--- src/rtl/inert_seq.sv ---
// inert_seq: owns the SPI master for the iNEMO sensor. Waits out a power-up
// delay, issues the four init writes, then on each data-ready INT reads the
// six gyro bytes and publishes pitch/roll/yaw rates together with a vld pulse.
// Optional macro INERT_ACCEL_RD_EN adds four accel reads and the ax/ay outputs.
module inert_seq #(
  parameter int DLY_W = 16
) (
  input  logic        clk,
  input  logic        rst_n,
  input  logic        INT,
  input  logic        done,
  input  logic [15:0] rd_data,
  output logic        wrt,
  output logic [15:0] cmd,
  output logic [15:0] ptch_rt,
  output logic [15:0] roll_rt,
  output logic [15:0] yaw_rt,
`ifdef INERT_ACCEL_RD_EN
  output logic [15:0] ax,
  output logic [15:0] ay,
`endif
  output logic        vld
);

`ifdef INERT_ACCEL_RD_EN
  localparam int NRD = 10;
`else
  localparam int NRD = 6;
`endif

  localparam logic [2:0] PWR_WAIT = 3'd0;
  localparam logic [2:0] INIT     = 3'd1;  // INIT(k), k held in idx_q
  localparam logic [2:0] RD       = 3'd2;  // RD(k),   k held in idx_q
  localparam logic [2:0] VLD      = 3'd3;
  localparam logic [2:0] IDLE     = 3'd4;

  localparam logic [3:0] LAST_INIT = 4'd3;
  localparam logic [3:0] LAST_RD   = 4'(NRD - 1);

  logic [2:0]           state_q, state_d;
  logic [3:0]           idx_q, idx_d;
  logic [DLY_W-1:0]     cnt_q, cnt_d;
  logic                 int_ff_q, int_s_q;
  logic                 wrt_q, wrt_d;
  logic [15:0]          cmd_q, cmd_d;
  logic                 vld_q, vld_d;
  // byte k of a read sequence comes from register 0xA2+k
  logic [NRD-1:0][7:0]  hold_q, hold_d;
  logic [NRD-1:0][7:0]  rate_q;

  // Only the low byte of each SPI response carries register data.
  logic unused_rd_hi;
  assign unused_rd_hi = ^rd_data[15:8];

  function automatic logic [15:0] init_cmd(input logic [3:0] k);
    case (k[1:0])
      2'd0:    return 16'h0D02;  // INT1 on data ready
      2'd1:    return 16'h1053;  // accel 208Hz
      2'd2:    return 16'h1150;  // gyro 208Hz
      default: return 16'h1460;  // rounding
    endcase
  endfunction

  function automatic logic [15:0] rd_cmd(input logic [3:0] k);
    return {8'hA2 + {4'h0, k}, 8'h00};
  endfunction

  // Two-flop synchroniser for the asynchronous data-ready line.
  always_ff @(posedge clk or negedge rst_n) begin
    if (!rst_n) begin
      int_ff_q <= 1'b0;
      int_s_q  <= 1'b0;
    end else begin
      int_ff_q <= INT;
      int_s_q  <= int_ff_q;
    end
  end

  // Next-state logic; wrt/cmd for a state are produced on the transition into it.
  always_comb begin
    state_d = state_q;
    idx_d   = idx_q;
    cnt_d   = cnt_q;
    wrt_d   = 1'b0;
    cmd_d   = cmd_q;
    vld_d   = 1'b0;
    hold_d  = hold_q;
    case (state_q)
      PWR_WAIT: begin
        if (&cnt_q) begin
          state_d = INIT;
          idx_d   = 4'd0;
          wrt_d   = 1'b1;
          cmd_d   = init_cmd(4'd0);
        end else begin
          cnt_d = cnt_q + 1'b1;
        end
      end
      INIT: begin
        if (done) begin
          if (idx_q == LAST_INIT) begin
            state_d = IDLE;
          end else begin
            idx_d = idx_q + 4'd1;
            wrt_d = 1'b1;
            cmd_d = init_cmd(idx_q + 4'd1);
          end
        end
      end
      IDLE: begin
        // level-sensitive: INT still high on re-entry starts another read
        if (int_s_q) begin
          state_d = RD;
          idx_d   = 4'd0;
          wrt_d   = 1'b1;
          cmd_d   = rd_cmd(4'd0);
        end
      end
      RD: begin
        if (done) begin
          for (int k = 0; k < NRD; k++)
            if (idx_q == 4'(k)) hold_d[k] = rd_data[7:0];
          if (idx_q == LAST_RD) begin
            state_d = VLD;
            vld_d   = 1'b1;
          end else begin
            idx_d = idx_q + 4'd1;
            wrt_d = 1'b1;
            cmd_d = rd_cmd(idx_q + 4'd1);
          end
        end
      end
      VLD:     state_d = IDLE;
      default: state_d = PWR_WAIT;
    endcase
  end

  // State, command and holding registers.
  always_ff @(posedge clk or negedge rst_n) begin
    if (!rst_n) begin
      state_q <= PWR_WAIT;
      idx_q   <= 4'd0;
      cnt_q   <= '0;
      wrt_q   <= 1'b0;
      cmd_q   <= 16'h0000;
      vld_q   <= 1'b0;
      hold_q  <= '0;
    end else begin
      state_q <= state_d;
      idx_q   <= idx_d;
      cnt_q   <= cnt_d;
      wrt_q   <= wrt_d;
      cmd_q   <= cmd_d;
      vld_q   <= vld_d;
      hold_q  <= hold_d;
    end
  end

  // Rates load as one word on entry to VLD, so no partial value is ever visible.
  always_ff @(posedge clk or negedge rst_n) begin
    if (!rst_n) rate_q <= '0;
    else if (vld_d) rate_q <= hold_d;
  end

  assign wrt     = wrt_q;
  assign cmd     = cmd_q;
  assign vld     = vld_q;
  assign ptch_rt = {rate_q[1], rate_q[0]};
  assign roll_rt = {rate_q[3], rate_q[2]};
  assign yaw_rt  = {rate_q[5], rate_q[4]};
`ifdef INERT_ACCEL_RD_EN
  assign ax      = {rate_q[7], rate_q[6]};
  assign ay      = {rate_q[9], rate_q[8]};
`endif

endmodule

--- config.mk ---
export PLATFORM = sky130hd
export DESIGN_NAME = inert_seq
export DESIGN_NICKNAME = d
export VERILOG_FILES = /design/src/rtl/inert_seq.sv
export SDC_FILE = /design/constraint.sdc
export NUM_CORES = 1
export LEC_CHECK = 0
export BUFFER_PORTS_ARGS = -buffer_cell sky130_fd_sc_hd__buf_2
export CAP_MARGIN = 20
export CORE_MARGIN = 2
export CORE_UTILIZATION = 56
export CTS_CLUSTER_DIAMETER = 200
export CTS_CLUSTER_SIZE = 16
export DETAILED_ROUTE_END_ITERATION = 6
export GPL_TIMING_DRIVEN = 0
export PLACE_DENSITY = 0.76
export SYNTH_ARGS = -nofsm -noshare
export SYNTH_HDL_FRONTEND = slang
export SYNTH_SLANG_ARGS = --single-unit
--- constraint.sdc ---
create_clock -name clk -period 2.8 [get_ports clk]
set_input_delay 0.28 -clock clk [delete_from_list [all_inputs] [get_ports clk]]
set_output_delay 0.28 -clock clk [all_outputs]
set_load 0.005 [all_outputs]
# == Word-level counts from Yosys, hierarchy flattened ==
# Cells that the tools add are included.
# word_totals
ff_bits,139
in_bits,20
out_inout_bits,66
elab_cells,91
# classes
add_sub_neg,3
n_eq_ne,19
n_mux,40
n_bitwise,1
reduce_logical,8
# op_table
cell,count
$mux 16,6
$mux 48,2
$pmux 16 s4,1
$mux 8,6
$pmux 13 s3,1
$mux 4,6
$mux 3,6
$add 16x1->16 const B,1
$ne 2x2->1 const B,8
$pmux 4 s4,1
$reduce_and 16->1,1
$pmux 3 s5,1
$mux 1,9
$add 8x4->8 const A,1
$eq 4x2->1 const B,2
$eq 4x3->1 const B,2
$reduce_and 7->1,1
$eq 3x2->1 const B,2
$reduce_and 6->1,1
$add 4x1->4 const B,1
$eq 4x1->1 const B,1
$logic_not 4->1,1
$pmux 1 s4,1
$reduce_bool 4->1,1
other kinds (8),8

# == Longest topological paths before layout ==
# depth
word_depth,6
ltp_mapped,7
depth_no_buf,6

# == Worst setup path after synthesis ==
# No wires, ideal clock.
# synth_timing
path_kind,flip-flop to flip-flop
start,register idx_q[0]
end,register cmd_q[11] (netlist: cmd[11])
setup_time_ps,125
arrival_time_ps,1912
required_time_ps,2675
path_slack_ps,763
path_stages_with_launch,7
path_buffers,1
period_less_slack_ps,2037
cell_sequence,dfrtp_1 ha_1 nor3b_1 a2bb2oi_2 o221ai_4 buf_6 mux2_4
# synth_via
elab_chain_cells,6
elab_cells_between_ends,16
classes_between,2 x add/sub; 6 x eq/ne; 6 x mux; 2 x reduce/logical
# synth_rtl
item,line_no,text
start: declaration,41,"logic [3:0] idx_q, idx_d;"
start signal: assignment,150,idx_q <= idx_d;
branches (longest 6 deep; another with $add 8x4->8),--,
end signal: assignment,153,cmd_q <= cmd_d;
end: declaration,45,"logic [15:0] cmd_q, cmd_d;"
# Several ways; the timed one is not identified. The select of a mux whose other input is x is not followed.
# A chain may end at the register's enable or synchronous reset.

# == Worst setup path in the final report ==
# Same ends and word-level chain as after synthesis.

==> impl.org <==
** Status
- The flow ran to the end, and the final reports show no timing, DRC or antenna violations.

** Synthesis
- Counting every instance in the synthesized netlist gives 384.
- Average size of a mapped cell :: 14.14 µm²
- Share of synthesized registers carrying an async set or reset :: 100.0%
- Ranking of synthesized cells by area :: sky130_fd_sc_hd__dfrtp_1 58%, sky130_fd_sc_hd__mux2_2 19%, sky130_fd_sc_hd__ha_1 2.1%
- By instance count, the leading cell after synthesis is sky130_fd_sc_hd__dfrtp_1.
- Summed over its instances, the top area cell type makes up 58.06% of the synthesized netlist area.
- Summing the sequential cell areas from Yosys gives 58.06% of the chip area.
- EDFF count, synth :: 0
- In this run, synthesis produced a sequential element count of 126.
- In the synthesized netlist the dominant register cell turns out to be sky130_fd_sc_hd__dfrtp_1.
- In the synthesized netlist, the cells that appear most often are 126 x sky130_fd_sc_hd__dfrtp_1, 93 x sky130_fd_sc_hd__mux2_2, 12 x sky130_fd_sc_hd__o21ai_0.
- Yosys printed 0 warnings.
- Synthesis instantiated 50 different standard cells from the library.
- Top cell type by total area after synthesis :: sky130_fd_sc_hd__dfrtp_1
- Post-synth design cell area :: 5430 µm²

** Job
- Across the run, the number of max-cap violations was 0.

** CTS
- CTS Buf Count :: 17
- Clock latency on the worst-skew pair :: 0.52 ns
- Post-CTS Setup Inserts :: 0
- Clk sinks :: 126
- Deepest clock path buffer count :: 2
- Cell at the root of the clock tree :: sky130_fd_sc_hd__clkbuf_8
- Hold repair after CTS inserted 2 buffers.
- CTS built an H-tree with a depth of 4.
- Clock tree from TritonCTS :: yes
- After clock tree synthesis, the clock-pin slew on the worst setup and hold paths is 0.06 ns.
- Post-CTS repair changed the size of 0 cells.

** STA
- Worst clock skew :: 0.009487 ns
- Clock period minus final worst setup slack :: 2.362 ns
- Transition at the pin with the smallest max-transition slack :: 0.6261 ns
- After layout, the worst setup slack is 0.4385 ns.
- The final count of hold timing violations is 0.
- RSZ-0062 raised after global routing :: no
- Setup violations remaining at the end of the flow were counted as 0.
- Post-route clock period utilization :: 84.34%
- Timing would allow up to 0.4235 GHz.
- Headroom to the max-slew limit :: 57.88%
- The max-slew violation count was 0.

** Critical path
- Worst EP arrival :: 2.76 ns
- CP Capture Type :: flip-flop
- WP data required :: 3.20 ns
- STA classifies the critical path startpoint as a flip-flop.
- Of all nets on the critical path, the largest fanout is 10.
- The worst setup path is of the reg -> reg kind.

** Finish
- Fraction of layout cells with a size suffix above 1 :: 46.76%
- After the last flow step, the layout net total stands at 510.
- Counting the fill cells in the layout gives 647.
- Non-filler instance count after layout :: 623
- Area occupied by multi-input gates :: 2128 µm²
- Diode insertion count for antenna repair :: 0
- Summing all flip-flop and latch instances after layout gives 3153 µm².
- Layout-stage area growth over the synthesis result :: 22.28%

** Min path
- Type of the worst min-delay path :: in -> reg

** Power
- Power density relative to cell area :: 938.1 nW/µm²
- Highest ir drop seen on vdd :: 615.8 µV
- For this design the static power due to leakage is 3.424 nW.

** Die
- The die is 102.5 µm wide.
- After floorplanning, the core was sized to cover 9328 µm².
- Number of top-level pins :: 86
- Die Area :: 10500 µm²
- Number of placement rows :: 35
- Die span in y :: 102.5 µm
- Initial core utilization :: 58.22%

** Detailed routing
- Wire length after detailed routing :: 10.61 mm
- Number of design rule violations left after detail routing :: 0
- Violation count after the first detailed-route iteration :: 154
- The detail route stage leaves a number of antenna-violating nets equal to 0.
- Total iterations of the first detailed-routing run :: 4
- In the final routed layout, each cell accounts on average for 17.03 µm.
- Via count normalized by instance count :: 5.435
- The routed layout has 3386 vias.

** GRT
- The number of antenna violations at the first check in global routing was 0.
- Summed over all layers, the global routing overflow is 0.
- The first global-routing pass estimated 17.11 mm of wire.
- Maximum number of pins on one net before global-route repair :: 82
- For this run, the total global-route usage over all layers was measured as 22.24%.
- Vias in the first global route :: 3468

** Placed design
- Buffers placed on the I/O ports in this run total 72.
- In this run, placement finished with an instance count of 589.
- At the end of routability-driven placement, the weighted congestion stood at 0.7677.
- Before CTS, the worst setup slack after placement is 0.5164 ns.
- Post-DP HPWL :: 7.092 mm
## stage by stage
step | hold WS (ns) | power, mW | cell area, µm² | setup TNS (ns) | util (%)
after detailed placement | 0.2344 | 3.936 | 5997 | 0 | 64.29
after global routing | 0.07284 | 6.573 | 6640 | 0 | 71.19
after global placement | 0.3804 | 3.863 | 5963 | -11.83 | 63.93
final | 0.07608 | 6.229 | 6640 | 0 | 71.19
after floorplan | -0.01559 | 3.499 | 5441 | 0 | -
after CTS | 0.05913 | 6.286 | 6640 | 0 | 71.19
## routing by layer
metal  up-vias  GRT usage, %  routed length, µm
li1       1566             -                  -
met1      1706         26.68               4471
met2        96         35.90               5268
met3        18         8.003                620
met4         0         10.56                250
met5         -             0                  0
## critical path: stages, from the launching register on
cell                        delay (ns)
sky130_fd_sc_hd__dfrtp_1          0.50
sky130_fd_sc_hd__ha_1             0.33
sky130_fd_sc_hd__nor3b_1          0.40
sky130_fd_sc_hd__a2bb2oi_2        0.30
sky130_fd_sc_hd__o221ai_4         0.19
sky130_fd_sc_hd__buf_6            0.21
sky130_fd_sc_hd__mux2_4           0.30
## flip-flops by register name, summed over array words and instances, names as in the netlist
| register | flops |
|---|---|
| cmd | 11 |
| cnt_q | 16 |
| hold_q | 40 |
| idx_q | 4 |
| int_ff_q | 1 |
| int_s_q | 1 |
| ptch_rt | 16 |
| roll_rt | 16 |
| state_q | 3 |
| vld | 1 |
| wrt | 1 |
| yaw_rt | 16 |
## kinds of logic (layout without fill, tap and decap cells)
group           Yosys count  count (layout)  synth area share [%]
xor+xnor                 19              19                 3.341
buf+inv                  28             135                 2.949
mux                     100             100                 20.94
compound gates           35              35                 4.724
flops                   126             126                 58.06
other cells               1               4               0.06906
simple gates             66              66                 7.834
fa+ha+maj                 9               9                 2.074
## path summary, 6_finish.rpt
kind	slack, ns	to	cells past startpoint	from
setup / recovery	0.44	cmd[11]	6	idx_q[0]
max in group asynchronous	1.80	yaw_rt[14]	3	rst_n
min in group asynchronous	0.26	cnt_q[2]	2	rst_n
hold reg to reg	0.39	int_s_q	0	int_ff_q
setup reg to reg	0.44	cmd[11]	6	idx_q[0]
hold / removal	0.08	yaw_rt[15]	2	rd_data[7]
## cell usage in the layout (no fill, tap or decap), types with 8 or more instances in the layout
cell,count
sky130_fd_sc_hd__nand3_1,11
sky130_fd_sc_hd__inv_1,8
sky130_fd_sc_hd__nor2_1,10
sky130_fd_sc_hd__xnor2_1,11
sky130_fd_sc_hd__clkbuf_16,16
sky130_fd_sc_hd__dfrtp_1,126
sky130_fd_sc_hd__mux2_2,93
sky130_fd_sc_hd__ha_1,9
sky130_fd_sc_hd__nand2_1,10
sky130_fd_sc_hd__o21ai_0,12
sky130_fd_sc_hd__buf_2,79
## report_power, final
group / switching [mW] / internal (mW) / total, mW
sequential: 0.207 / 2.23 / 2.43
combinational: 0.746 / 0.743 / 1.49
clock: 0.840 / 1.47 / 2.31
total: 1.79 / 4.44 / 6.23
## cell type report
type	instances	area share (%)
Inverter	9	0.5088
Clock buffer	18	6.294
Timing Repair Buffer	75	6.237
Buffer	19	1.903
Multi-Input combinational cell	233	32.05
Tap cell	129	2.431
Sequential cell	126	47.48
Clock inverter	14	3.090
No activity file was read; power rests on OpenSTA's default activity.
